## config.mk

```make
export PLATFORM = sky130hd
export DESIGN_NAME = hack_boot_ctrl_flat
export DESIGN_NICKNAME = d
export VERILOG_FILES = /design/src/rtl/hack_pkg.sv /design/src/rtl/hack_boot_ctrl_if.sv /design/src/rtl/hack_halt_detect.sv /design/src/rtl/hack_boot_ctrl.sv /design/src/flat_wrapper.sv
export SDC_FILE = /design/constraint.sdc
export NUM_CORES = 1
export LEC_CHECK = 0
export ABC_CLOCK_PERIOD_IN_PS = 9400
export CORE_ASPECT_RATIO = 1.4
export CORE_UTILIZATION = 60
export DETAILED_ROUTE_END_ITERATION = 8
export PLACE_DENSITY_LB_ADDON = 0.08
export SLEW_MARGIN = 20
export SYNTH_ARGS = -nofsm -noshare
export SYNTH_HDL_FRONTEND = slang
export SYNTH_SLANG_ARGS = --single-unit
```

## constraint.sdc

```tcl
create_clock -name clk -period 9.4 [get_ports clk]
set_clock_uncertainty 0.2 [all_clocks]
set_input_delay 0.94 -clock clk [delete_from_list [all_inputs] [get_ports clk]]
set_output_delay 0.94 -clock clk [all_outputs]
set_load 0.05 [all_outputs]
```

## src/rtl/hack_pkg.sv

```systemverilog
// Shared types and defaults for the Hack boot controller: FSM state encoding,
// ROM address width and the host stop byte.
package hack_pkg;

  localparam int         ROM_AW_DEF    = 15;
  localparam logic [7:0] STOP_BYTE_DEF = 8'hA5;

  typedef enum logic [2:0] {
    ST_IDLE,
    ST_LEN_LO,
    ST_DATA_HI,
    ST_DATA_LO,
    ST_RUN,
    ST_HALTED
  } state_e;

endpackage

```

## src/rtl/hack_boot_ctrl_if.sv

```systemverilog
// Host byte stream plus the CPU/ROM control bundle owned by the boot controller.
// The slave side is the controller; the master side is the host/CPU environment.
interface hack_boot_ctrl_if import hack_pkg::*; #(
  parameter int ROM_AW = ROM_AW_DEF
);

  logic [7:0]        rx_data;
  logic              rx_valid;
  logic              rx_ready;
  logic [ROM_AW-1:0] rom_addr;
  logic [15:0]       rom_wdata;
  logic              rom_we;
  logic              cpu_reset;
  logic [ROM_AW-1:0] cpu_pc;

  modport master (
    output rx_data, rx_valid, cpu_pc,
    input  rx_ready, rom_addr, rom_wdata, rom_we, cpu_reset
  );

  modport slave (
    input  rx_data, rx_valid, cpu_pc,
    output rx_ready, rom_addr, rom_wdata, rom_we, cpu_reset
  );

endinterface

```

## src/rtl/hack_halt_detect.sv

```systemverilog
// Detects a CPU spinning in a 1- or 2-instruction loop by comparing the pc
// against its value two cycles earlier; halt pulses on the final required match.
module hack_halt_detect #(
  parameter int ROM_AW      = 15,
  parameter int HALT_CYCLES = 4
) (
  input  logic              clk,
  input  logic              reset,
  input  logic              enable,
  input  logic              clear,
  input  logic [ROM_AW-1:0] pc,
  output logic              halt
);

  localparam int CNT_W = $clog2(HALT_CYCLES + 1);

  logic [ROM_AW-1:0] pcHist1_q, pcHist2_q;
  logic [1:0]        histCnt_q;
  logic [CNT_W-1:0]  matchCnt_q;
  logic              match;

  assign match = enable && (histCnt_q == 2'd2) && (pc == pcHist2_q);
  assign halt  = match && (matchCnt_q == CNT_W'(HALT_CYCLES - 1));

  // History only counts once two valid samples exist since the last clear.
  always_ff @(posedge clk or posedge reset) begin
    if (reset) begin
      pcHist1_q  <= '0;
      pcHist2_q  <= '0;
      histCnt_q  <= '0;
      matchCnt_q <= '0;
    end else if (clear) begin
      pcHist1_q  <= '0;
      pcHist2_q  <= '0;
      histCnt_q  <= '0;
      matchCnt_q <= '0;
    end else if (enable) begin
      pcHist1_q <= pc;
      pcHist2_q <= pcHist1_q;
      if (histCnt_q != 2'd2) histCnt_q <= histCnt_q + 2'd1;
      if (!match)    matchCnt_q <= '0;
      else if (!halt) matchCnt_q <= matchCnt_q + CNT_W'(1);
    end
  end

endmodule

```

## src/rtl/hack_boot_ctrl.sv

```systemverilog
// Boot sequencer: loads a length-prefixed program from the host byte stream into
// instruction ROM, runs the CPU, and returns it to reset on halt or stop byte.
module hack_boot_ctrl import hack_pkg::*; #(
  parameter int         ROM_AW      = ROM_AW_DEF,
  parameter int         HALT_CYCLES = 4,
  parameter logic [7:0] STOP_BYTE   = STOP_BYTE_DEF
) (
  input  logic             clk,
  input  logic             reset,
  hack_boot_ctrl_if.slave  bus,
  output logic             busy,
  output logic             halted,
  output logic             err,
  output logic [31:0]      cycle_count
);

  state_e            state_q, state_d;
  logic [7:0]        lenHi_q, lenHi_d;
  logic [15:0]       len_q, len_d;
  logic [7:0]        dataHi_q, dataHi_d;
  logic [16:0]       wordIdx_q, wordIdx_d;
  logic [ROM_AW-1:0] romAddr_q, romAddr_d;
  logic [15:0]       romWdata_q, romWdata_d;
  logic              romWe_q, romWe_d;
  logic              cpuReset_q, cpuReset_d;
  logic              err_q, err_d;
  logic              halted_q, halted_d;
  logic [31:0]       cycleCount_q, cycleCount_d;

  logic        accept, lenBad, lastWord, haltDet, haltClear;
  logic [15:0] newLen;
  logic [16:0] wordNext;

  assign bus.rx_ready = 1'b1;
  assign accept       = bus.rx_valid && bus.rx_ready;
  assign newLen       = {lenHi_q, bus.rx_data};
  assign lenBad       = (newLen == 16'd0) || ({16'd0, newLen} > (32'd1 << ROM_AW));
  assign wordNext     = wordIdx_q + 17'd1;
  assign lastWord     = (wordNext == {1'b0, len_q});

  hack_halt_detect #(
    .ROM_AW      (ROM_AW),
    .HALT_CYCLES (HALT_CYCLES)
  ) u_halt (
    .clk    (clk),
    .reset  (reset),
    .enable (state_q == ST_RUN),
    .clear  (haltClear),
    .pc     (bus.cpu_pc),
    .halt   (haltDet)
  );

  always_comb begin
    state_d      = state_q;
    lenHi_d      = lenHi_q;
    len_d        = len_q;
    dataHi_d     = dataHi_q;
    wordIdx_d    = wordIdx_q;
    romAddr_d    = romAddr_q;
    romWdata_d   = romWdata_q;
    romWe_d      = 1'b0;
    err_d        = err_q;
    cycleCount_d = cycleCount_q;
    case (state_q)
      ST_IDLE, ST_HALTED: begin
        if (accept) begin
          lenHi_d = bus.rx_data;
          state_d = ST_LEN_LO;
          if (state_q == ST_HALTED) cycleCount_d = '0;
        end
      end
      ST_LEN_LO: begin
        if (accept) begin
          len_d = newLen;
          if (lenBad) begin
            err_d   = 1'b1;
            state_d = ST_IDLE;
          end else begin
            err_d     = 1'b0;
            wordIdx_d = '0;
            state_d   = ST_DATA_HI;
          end
        end
      end
      ST_DATA_HI: begin
        if (accept) begin
          dataHi_d = bus.rx_data;
          state_d  = ST_DATA_LO;
        end
      end
      ST_DATA_LO: begin
        if (accept) begin
          romWe_d    = 1'b1;
          romWdata_d = {dataHi_q, bus.rx_data};
          romAddr_d  = wordIdx_q[ROM_AW-1:0];
          wordIdx_d  = wordNext;
          state_d    = lastWord ? ST_RUN : ST_DATA_HI;
        end
      end
      ST_RUN: begin
        if (cycleCount_q != '1) cycleCount_d = cycleCount_q + 32'd1;
        // A stop byte takes priority over a halt detected in the same cycle.
        if (accept && (bus.rx_data == STOP_BYTE)) state_d = ST_IDLE;
        else if (haltDet)                          state_d = ST_HALTED;
      end
      default: state_d = ST_IDLE;
    endcase
    haltClear  = (state_d == ST_RUN) && (state_q != ST_RUN);
    cpuReset_d = (state_d != ST_RUN);
    halted_d   = (state_d == ST_HALTED);
  end

  always_ff @(posedge clk or posedge reset) begin
    if (reset) begin
      state_q      <= ST_IDLE;
      lenHi_q      <= '0;
      len_q        <= '0;
      dataHi_q     <= '0;
      wordIdx_q    <= '0;
      romAddr_q    <= '0;
      romWdata_q   <= '0;
      romWe_q      <= 1'b0;
      cpuReset_q   <= 1'b1;
      err_q        <= 1'b0;
      halted_q     <= 1'b0;
      cycleCount_q <= '0;
    end else begin
      state_q      <= state_d;
      lenHi_q      <= lenHi_d;
      len_q        <= len_d;
      dataHi_q     <= dataHi_d;
      wordIdx_q    <= wordIdx_d;
      romAddr_q    <= romAddr_d;
      romWdata_q   <= romWdata_d;
      romWe_q      <= romWe_d;
      cpuReset_q   <= cpuReset_d;
      err_q        <= err_d;
      halted_q     <= halted_d;
      cycleCount_q <= cycleCount_d;
    end
  end

  assign bus.rom_addr  = romAddr_q;
  assign bus.rom_wdata = romWdata_q;
  assign bus.rom_we    = romWe_q;
  assign bus.cpu_reset = cpuReset_q;
  assign busy          = (state_q == ST_LEN_LO) || (state_q == ST_DATA_HI) ||
                         (state_q == ST_DATA_LO) || (state_q == ST_RUN);
  assign halted        = halted_q;
  assign err           = err_q;
  assign cycle_count   = cycleCount_q;

endmodule
```

## src/flat_wrapper.sv

```systemverilog
// flat-port wrapper written by rule: the top's interface ports become plain ports
module hack_boot_ctrl_flat import hack_pkg::*;
#(
  parameter int         ROM_AW      = ROM_AW_DEF,
  parameter int         HALT_CYCLES = 4,
  parameter logic [7:0] STOP_BYTE   = STOP_BYTE_DEF
)
  (clk, reset, busy, halted, err, cycle_count, bus_rx_data, bus_rx_valid, bus_cpu_pc, bus_rx_ready, bus_rom_addr, bus_rom_wdata, bus_rom_we, bus_cpu_reset);
  hack_boot_ctrl_if #(.ROM_AW(ROM_AW)) bus_i ();
  input  logic clk;
  input  logic reset;
  output logic busy;
  output logic halted;
  output logic err;
  output logic [31:0] cycle_count;
  input wire logic [$bits(bus_i.rx_data)-1:0] bus_rx_data;
  input wire logic [$bits(bus_i.rx_valid)-1:0] bus_rx_valid;
  input wire logic [$bits(bus_i.cpu_pc)-1:0] bus_cpu_pc;
  output wire logic [$bits(bus_i.rx_ready)-1:0] bus_rx_ready;
  output wire logic [$bits(bus_i.rom_addr)-1:0] bus_rom_addr;
  output wire logic [$bits(bus_i.rom_wdata)-1:0] bus_rom_wdata;
  output wire logic [$bits(bus_i.rom_we)-1:0] bus_rom_we;
  output wire logic [$bits(bus_i.cpu_reset)-1:0] bus_cpu_reset;
  assign bus_i.rx_data = bus_rx_data;
  assign bus_i.rx_valid = bus_rx_valid;
  assign bus_i.cpu_pc = bus_cpu_pc;
  assign bus_rx_ready = bus_i.rx_ready;
  assign bus_rom_addr = bus_i.rom_addr;
  assign bus_rom_wdata = bus_i.rom_wdata;
  assign bus_rom_we = bus_i.rom_we;
  assign bus_cpu_reset = bus_i.cpu_reset;
  hack_boot_ctrl #(.ROM_AW(ROM_AW), .HALT_CYCLES(HALT_CYCLES), .STOP_BYTE(STOP_BYTE)) u_core (.clk(clk), .reset(reset), .bus(bus_i), .busy(busy), .halted(halted), .err(err), .cycle_count(cycle_count));
endmodule
```

==> Word level (Yosys, flattened, before mapping) <==
Index checks and enable logic that the tools add are counted.
{ "classes": {"mux": 31, "add_sub_neg": 4, "reduce_logical": 24, "eq_ne": 23, "magnitude_cmp": 1} }
{ "ops": {"columns": ["op", "n"], "rows": [
  ["$mux W32", 3],
  ["$pmux W32 S2", 1],
  ["$mux W15", 4],
  ["$mux W17", 3],
  ["$pmux W17 S2", 1],
  ["$mux W3", 11],
  ["$add A32 B1 Y32 const B", 1],
  ["$ne A32 B32 Y1 const B", 1],
  ["$add A17 B1 Y17 const B", 1],
  ["$eq A17 B16 Y1", 1],
  ["$gt A16 B16 Y1 const B", 1],
  ["$logic_not A16 Y1", 1],
  ["$eq A15 B15 Y1", 1],
  ["$pmux W3 S5", 1],
  ["$eq A3 B3 Y1 const B", 4],
  ["$reduce_and A2 Y1", 6],
  ["$ne A2 B2 Y1 const B", 5],
  ["$eq A3 B2 Y1 const B", 3],
  ["$ne A3 B3 Y1 const B", 3],
  ["$eq A8 B8 Y1 const B", 1],
  ["$mux W2", 4],
  ["$reduce_and A4 Y1", 2],
  ["$reduce_bool A2 Y1", 4],
  ["$logic_and A1 B1 Y1", 5],
  ["other kinds (9)", 15]
]} }
{ "word_totals": {"register_bits": 154, "in_bits": 26, "wordCells": 99, "out_inout_bits": 69} }

==> Longest topological paths before layout <==
Gate-level depths: netlist of run 1.
{ "depth": {"ltp_word": 11, "depth_mapped": 11, "mapped_depth_nobuf": 9} }

==> Modules after synthesis <==
From an unflattened synthesis of run 1, not the netlist that was laid out.
{ "unflattened": {"hier_cells": 768, "area_unflattened_um2": 7623.6} }
{ "modules_own_cells": {"columns": ["mod", "area_each_um2", "n_inst", "seq_area_each_um2", "cells_each"], "rows": [
  ["hack_boot_ctrl", 5893.2, 1, 2979.1, 613],
  ["hack_halt_detect", 1730.4, 1, 875.8, 155]
]} }

==> Worst setup path after synthesis of run 1 <==
Ideal clock, no wire load.
{ "synth_timing": {"path_type": "register to output", "startpoint": "register u_core.state_q[0]", "endpoint": "output busy", "setup_slack_ps": 6570, "n_path_buf": 2, "required_ps": 8260, "stages_incl_launch_ff": 5, "t_arrival_ps": 1690, "path_cell_list": "dfrtp_1 clkbuf_1 clkbuf_1 nor2_1 xnor2_1"} }
{ "synth_via": {"elab_chain_len": 4, "elab_cells_between_ends": 7, "cone_classes": "eq/ne: 4; reduce/logical: 3"} }
{ "synth_rtl": {"columns": ["element", "line", "source"], "rows": [
  ["from (decl)", "hack_boot_ctrl.sv:17", "state_e state_q, state_d;"],
  ["from (signal assigned)", "hack_boot_ctrl.sv:128", "state_q <= state_d;"],
  ["$eq A3 B1 Y1 or $eq A3 B2 Y1 (tied branches)", "hack_boot_ctrl.sv:147", "assign busy = (state_q == ST_LEN_LO) || (state_q == ST_DATA_HI) ||"],
  ["$logic_or A1 B1 Y1 (2 in series)", "hack_boot_ctrl.sv:147", null],
  ["$logic_or A1 B1 Y1 *", "hack_boot_ctrl.sv:148", "(state_q == ST_DATA_LO) || (state_q == ST_RUN);"],
  ["to (decl)", "flat_wrapper.sv:12", "output logic busy;"]
]} }
Every way passes the cells marked *; elsewhere a longest branch is shown, timed or not.

==> Final worst setup path of run 1 <==
{ "layout_timing": {"startpoint": "register u_core.state_q[1]", "endpoint": "register u_core.u_halt.histCnt_q[0]"} }
{ "layout_via": {"elab_chain_len": 11, "elab_cells_between_ends": 24, "cone_classes": "eq/ne: 7; mux: 8; reduce/logical: 9"} }
{ "layout_rtl": {"columns": ["element", "line", "source"], "rows": [
  ["$eq A3 B3 Y1", "hack_boot_ctrl.sv:47, hack_boot_ctrl.sv:64", null],
  ["$logic_and A1 B1 Y1 (2 in series)", "hack_halt_detect.sv:22", "assign match = enable && (histCnt_q == 2'd2) && (pc == pcHist2_q);"],
  ["$logic_and A1 B1 Y1", "hack_halt_detect.sv:23", "assign halt = match && (matchCnt_q == CNT_W'(HALT_CYCLES - 1));"],
  ["$mux W3", "hack_boot_ctrl.sv:104", "else if (haltDet) state_d = ST_HALTED;"],
  ["$mux W3", "hack_boot_ctrl.sv:103", "if (accept && (bus.rx_data == STOP_BYTE)) state_d = ST_IDLE;"],
  ["$pmux W3 S5", "hack_boot_ctrl.sv:64", "case (state_q)"],
  ["$eq A3 B3 Y1", "hack_boot_ctrl.sv:108", "haltClear = (state_d == ST_RUN) && (state_q != ST_RUN);"],
  ["$logic_and A1 B1 Y1", "hack_boot_ctrl.sv:108", null],
  ["$reduce_bool A2 Y1 (no source line)", null, null],
  ["$reduce_and A2 Y1 (no source line)", null, null],
  ["to (signal assigned)", "hack_halt_detect.sv:40", "if (histCnt_q != 2'd2) histCnt_q <= histCnt_q + 2'd1;"],
  ["to (decl)", "hack_halt_detect.sv:18", "logic [1:0] histCnt_q;"]
]} }
Parallel ways exist; a longest one is shown, timed or not.
A chain may end at the register's enable or synchronous reset.

==> results.ini, run 1 <==
[clocking]
cts.repair.resized = 0
worstSkewPairLatency_ns = 0.42
cts.reportedPaths.clkPinSlew_ns = 0.07
root_buffer = clkbuf_16
cts_tree = yes
cts_htree_levels = 4
clock-sinks = 154
cts_hold_buf = 0
post-cts-setup-buffers = 0
numCtsBuffers = 17
clockBufferDepth = 2

[logic_synthesis]
synth_area_um2 = 7440
synth-seq-cells = 154
synth_edf_count = 0
ys_types = 65
postSynthAreaPerCell_um2 = 10.2
synth_cells = 728
synth.top_cell.area_share_pct = 51.5
synth_area_leader_cell = dfrtp_1
ys.flop_type = dfrtp_1
synth.area.top_cells = dfrtp_1 (51%), nand2_1 (6.5%), mux2_2 (5.0%), a22o_1 (3.9%), xor2_1 (3.6%)
synthArstFlopShare_pct = 100
yosysWarnings = 0
synth_seq_area_share_pct = 51.8
syn-num-nets = 759

[place]
dp_slack_ns = 5.10
place_congestion = 0.974
dp_hpwl_um = 11500
placed_cell_area_um2 = 8390
port_buffers = 93
numPlacedInstances = 935

[cells_and_area]
stdcell_area_um2 = 9000
layout_common_cells = dfrtp_1 (153), nand2_1 (129), clkdlybuf4s50_1 (93)
diodes = 0
area_delta_synth_final_pct = 21.0
instances_no_fill = 967
mostFrequentLayoutCell = dfrtp_1
drive_gt1_share_pct = 11.5
finalNetCount = 838

[timing]
final-max-slew-violation-count = 0
fmaxAchievable_mhz = 251
fin_setup_tns_ns = 0
setup_viol_count_final = 0
post-route-period-util_pct = 42.4
fin_ws_ns = 5.42
rsz0062_at_grt = no
finalHoldViolCount = 0
slew_headroom_pct = 28.4
fin_crit_ns = 3.98
worstMarginPinSlew_ns = 1.07

[worst_setup_path]
setup.worst_path.start = u_core.state_q[1]
crit_fanout = 47
crit-reg2reg-capture = u_core.u_halt.histCnt_q[0]
setup.worst_path.end_class = flop
critPathKind = reg -> reg
critPathLaunchType = flop
ff2ff_setup_slack_ns = 5.42
cp-endpoint = u_core.u_halt.histCnt_q[0]
worst_ep_required_time_ns = 9.50
r2r-start = u_core.state_q[1]
r2r_cells = 9
cp.arrival_ns = 4.09

[pwr]
comb_power_share_pct = 26.1
p_leak_nw = 4.03
p_int_mw = 1.42
seqPwrFrac_pct = 41.4
vdd_drop_max_mv = 0.212
power_per_cell_area_nw_per_um2 = 241
totalPowerFinal_mw = 2.17
switchingPower_mw = 0.747
swShare_pct = 34.4
clkPwrFrac_pct = 32.6

[floorplanning]
ios = 95
placeableCoreArea_um2 = 11900
chipWidth_um = 96.1
placementRows = 47
start_util_pct = 62.3
die_h_um = 134
dieArea_um2 = 12900

[hold_path]
min_path_type = reg -> reg
min_from = u_core.dataHi_q[0]

[route]
drt_iter0_markers = 308
via_count = 5850
drtPass1Iterations = 5
vias_per_cell = 6.05
drc_errors = 0
postRouteWirelength_um = 17300
ant_nets = 0
wl_per_cell_um = 17.9

[global_routing]
grt_pass1_vias = 5884
grt_max_degree = 87
gr-total-overflow = 0
grtUsageTotal_pct = 28.9
grt_pass1_wl_um = 28500
antenna_found_initial = 0

[flow_run]
max_cap_viol_count = 0

[outcome]
outcome = finished clean

==> how the worst min path moves through the flow <==
| stage | to | slack, ns | cells past startpoint |
|---|---|---|---|
| after floorplan | u_core.bus.rom_wdata[10] | 0.23 | 2 |
| after CTS | u_core.bus.rom_wdata[8] | 0.27 | 2 |
| after global placement | u_core.bus.rom_wdata[11] | 0.25 | 2 |
| after detailed placement | u_core.bus.rom_wdata[8] | 0.25 | 2 |
| after global routing | u_core.bus.rom_wdata[13] | 0.29 | 2 |
| final | u_core.bus.rom_wdata[8] | 0.27 | 2 |
==> state kept, by name (all words and copies together) (netlist names), 3 cells and up <==
name,count
u_core.cycle_count,32
u_core.wordIdx_q,17
u_core.bus.rom_wdata,16
u_core.len_q,16
u_core.bus.rom_addr,15
u_core.u_halt.pcHist1_q,15
u_core.u_halt.pcHist2_q,15
u_core.dataHi_q,8
u_core.lenHi_q,8
u_core.state_q,3
u_core.u_halt.matchCnt_q,3
==> power by group through the flow <==
stage | combinational (mW) | clock, mW | sequential, mW
after global routing | 0.604 | 0.741 | 0.910
final | 0.565 | 0.706 | 0.897
after global placement | 0.547 | 0 | 0.898
after floorplan | 0.274 | 0 | 1.00
after detailed placement | 0.560 | 0 | 0.904
after CTS | 0.567 | 0.717 | 0.895
==> cells in the mapped netlist (7+ instances only) <==
cell type	count
dfrtp_1	153
nand2_1	129
nor2_1	58
o21ai_0	39
a22o_1	33
mux2_2	33
xor2_1	31
clkbuf_1	23
nand3_1	23
xnor2_1	23
a21oi_1	16
inv_1	15
nand4_1	15
nor3_1	12
a31oi_1	8
and4_1	8
nor4_1	8
o31ai_1	8
buf_6	7
==> logic make-up after synthesis <==
group	after synthesis	share of synthesized area, %
compound gates	126	12.0
xor+xnor	54	6.36
fa+ha+maj	5	0.841
buf+inv	54	3.65
flops	154	51.8
mux	39	5.82
other cells	1	0.0504
simple gates	295	19.5
==> final cells by class <==
cell class	count	area (µm²)
Clock inverter	13	156
Timing Repair Buffer	99	980
Tap cell	147	184
Inverter	15	61.3
Multi-Input combinational cell	520	3320
Clock buffer	19	453
Sequential cell	154	3850
Fill cell	866	2930
==> per-stage QoR <==
stage / hold slack, ns / util, %
floorplan: 0.235 / -
global placement: 0.251 / 70.3
detailed placement: 0.252 / 70.3
CTS: 0.269 / 75.4
global route: 0.290 / 75.4
finish: 0.268 / 75.4
==> routing by layer <==
| metal | vias up | track usage, % | part of all wire (%) |
|---|---|---|---|
| met5 | - | 0 | 0 |
| met4 | 0 | 12.0 | 2.5 |
| met3 | 41 | 5.37 | 4.3 |
| met2 | 189 | 49.1 | 53 |
| met1 | 2914 | 35.5 | 40 |
| li1 | 2706 | - | - |
==> worst max-delay path, stage by stage, from the launching register on <==
cell     delay [ns]
dfrtp_1        0.54
nor2b_1        0.31
and2_1         0.35
nand2_1        0.09
buf_4          0.29
inv_1          0.84
nand2_1        0.22
nor4b_4        0.40
o21ai_4        0.26
o31a_1         0.34
(Power assumes the default switching activity.)
==> inputs of run 2 (changes only) <==
--- a/config.mk
+++ b/config.mk
@@ -5,9 +5,9 @@
 export SDC_FILE = /design/constraint.sdc
 export NUM_CORES = 1
 export LEC_CHECK = 0
-export ABC_CLOCK_PERIOD_IN_PS = 9400
+export ABC_CLOCK_PERIOD_IN_PS = 4000
 export CORE_ASPECT_RATIO = 1.4
-export CORE_UTILIZATION = 60
+export CORE_UTILIZATION = 56
 export DETAILED_ROUTE_END_ITERATION = 8
 export PLACE_DENSITY_LB_ADDON = 0.08
 export SLEW_MARGIN = 20
==> constraint.sdc (replaced) <==
create_clock -name clk -period 4 [get_ports clk]
set_clock_uncertainty 0.2 [all_clocks]
set_input_delay 0.4 -clock clk [delete_from_list [all_inputs] [get_ports clk]]
set_output_delay 0.4 -clock clk [all_outputs]
set_load 0.05 [all_outputs]
==> run 2 against run 1 <==
Fmax up 17%. Cell area up 0.39%. First-iteration DRC count down 4.5%. Largest cell class unchanged.
==> results.ini, run 2 (same netlist as run 1, synthesis figures left out) <==
[floorplanning]
placementRows = 49  ; +4.3%
die_h_um = 138  ; +3.5%
ios = 95  ; unchanged
dieArea_um2 = 13800  ; +7.0%
start_util_pct = 57.8  ; -4.5 points
placeableCoreArea_um2 = 12900  ; +7.8%
chipWidth_um = 99.4  ; +3.4%

[worst_setup_path]
critPathLaunchType = flop
crit-reg2reg-capture = u_core.u_halt.pcHist1_q[0]
slowest_delay_ns = 0.61  ; -0.23 ns
path_depth = 8  ; -1
crit_path_top_delay_cell = o21ai_4
setup.worst_path.end_class = flop
path_cells = and4_1, and4_2, mux2_1, o31a_2, nand2_1, nor4b_4, o21ai_4, a22o_1
critPathKind = reg -> reg
cp.arrival_ns = 3.55  ; -0.54 ns
setup.worst_path.start = u_core.wordIdx_q[4]
cp-endpoint = u_core.u_halt.pcHist1_q[0]
worst_ep_required_time_ns = 4.16  ; -5.34 ns
crit_fanout = 31  ; -34%
critPathTopFamily = compound AO/OA/AOI/OAI gates
r2r_cells = 8  ; -1
crit_buf_inv = 0  ; -2
r2r-start = u_core.wordIdx_q[4]
ff2ff_setup_slack_ns = 0.61  ; -4.81 ns

[global_routing]
antenna_found_initial = 0  ; unchanged
gr-total-overflow = 0  ; unchanged
grtUsageTotal_pct = 27.0  ; -1.9 points
grt_pass1_wl_um = 29400  ; +3.1%
grt_pass1_vias = 6030  ; +2.5%
grt_max_degree = 53  ; -39%

[cells_and_area]
drive_gt1_share_pct = 11.8  ; +0.32 points
instances_no_fill = 976  ; +0.93%
utilization_pct = 70.2  ; -5.2 points
largest_reg_flops = 32  ; unchanged
finalNetCount = 841  ; +0.36%
fill_cells = 1009  ; +17%
area_delta_synth_final_pct = 21.5
multi_input_area_um2 = 3320  ; unchanged
diodes = 0  ; unchanged
mostFrequentLayoutCell = dfrtp_1
stdcell_area_um2 = 9040  ; +0.39%
register_area_um2 = 3850  ; unchanged
layout_common_cells = dfrtp_1 (153), nand2_1 (129), clkdlybuf4s50_1 (93)

[place]
dp_slack_ns = 0.666  ; -4.43 ns
port_buffers = 93  ; unchanged
place_congestion = 0.924  ; -5.2%
dp_hpwl_um = 11900  ; +2.7%
placed_cell_area_um2 = 8450  ; +0.64%
numPlacedInstances = 944  ; +0.96%

[route]
drc_errors = 0  ; unchanged
drt_iter0_markers = 294  ; -4.5%
wl_per_cell_um = 17.9  ; -0.19%
vias_per_cell = 5.97  ; -1.4%
via_count = 5823  ; -0.46%
ant_nets = 0  ; unchanged
drtPass1Iterations = 5  ; unchanged
postRouteWirelength_um = 17400  ; +0.74%

[timing]
finalHoldViolCount = 0  ; unchanged
fin_crit_ns = 3.39  ; -0.590 ns
final-max-slew-violation-count = 0  ; unchanged
slew_headroom_pct = 31.0  ; +2.6 points
worstMarginPinSlew_ns = 1.03  ; -0.0459 ns
rsz0062_at_grt = no
setup_viol_count_final = 0  ; unchanged
post-route-period-util_pct = 84.8  ; +42 points
fin_setup_tns_ns = 0  ; unchanged
fin_ws_ns = 0.607  ; -4.81 ns
fmaxAchievable_mhz = 295  ; +17%

[clocking]
cts.reportedPaths.clkPinSlew_ns = 0.07  ; about the same
worstSkewPairLatency_ns = 0.43  ; about the same
clockBufferDepth = 2  ; unchanged
post-cts-setup-buffers = 0  ; unchanged
numCtsBuffers = 17  ; unchanged
cts_htree_levels = 4  ; unchanged
root_buffer = clkbuf_16
clock-sinks = 154  ; unchanged
cts_tree = yes
cts.repair.resized = 0  ; unchanged
cts_hold_buf = 0  ; unchanged

[flow_run]
max_cap_viol_count = 0  ; unchanged

[hold_path]
min_path_type = reg -> reg

[pwr]
p_leak_nw = 4.04  ; +0.31%
power_per_cell_area_nw_per_um2 = 560  ; +130%
vdd_drop_max_mv = 0.470  ; +120%

[outcome]
outcome = finished clean

==> run 2: cell count changes in the layout (fill, tap and decap cells not counted) <==
cell / previous run / this run
buf_12: 0 / 2
inv_8: 2 / 5
buf_6: 1 / 0
clkinv_8: 0 / 1
clkinvlp_4: 1 / 2
clkbuf_8: 2 / 1
clkinv_2: 1 / 2
inv_6: 7 / 3
bufinv_16: 2 / 1
buf_4: 5 / 7
==> run 2: how the worst min path moves through the flow <==
stage	slack, ns	depth (start not counted)	startpoint	endpoint
after floorplan	0.23	2	u_core.dataHi_q[2]	u_core.bus.rom_wdata[10]
after global placement	0.24	2	u_core.dataHi_q[0]	u_core.bus.rom_wdata[8]
after detailed placement	0.25	2	u_core.dataHi_q[3]	u_core.bus.rom_wdata[11]
after CTS	0.27	2	u_core.dataHi_q[3]	u_core.bus.rom_wdata[11]
after global routing	0.30	2	u_core.dataHi_q[4]	u_core.bus.rom_wdata[12]
final	0.26	2	u_core.dataHi_q[3]	u_core.bus.rom_wdata[11]
==> run 2: where the power goes <==
part | total [mW] | internal [mW] | leakage [nW] | switching, mW
clock network | 1.63 | 0.904 | 0.294 | 0.726
registers | 2.10 | 1.83 | 2.00 | 0.271
logic | 1.33 | 0.538 | 1.74 | 0.790
==> run 2: per-stage QoR <==
| stage | power [mW] | hold slack (ns) |
|---|---|---|
| 2_1_floorplan | 3.00 | 0.235 |
| 3_3_place_gp | 3.41 | 0.244 |
| 3_5_place_dp | 3.45 | 0.254 |
| 4_1_cts | 5.08 | 0.268 |
| 5_1_grt | 5.26 | 0.300 |
| 6_report | 5.06 | 0.263 |
==> run 2: layout make-up <==
class	count	share of cell area (%)
multi-input cells	520	36.7
repair buffers	102	11.3
inverters	15	0.664
clock inverters	14	1.72
clock buffers	18	4.86
well taps	153	2.12
flip-flops and latches	154	42.6
==> run 2: worst min-delay path, cell delays in order, from the launching register on <==
cell and delay, ns:
dfrtp_1 0.34, nand2_1 0.05, nand2_1 0.04
==> run 2: layer usage <==
metal  track usage [%]  wire length, µm
met1              33.3             7150
met2              45.8             8950
met3              3.94              733
met4              13.9              608
met5                 0                0
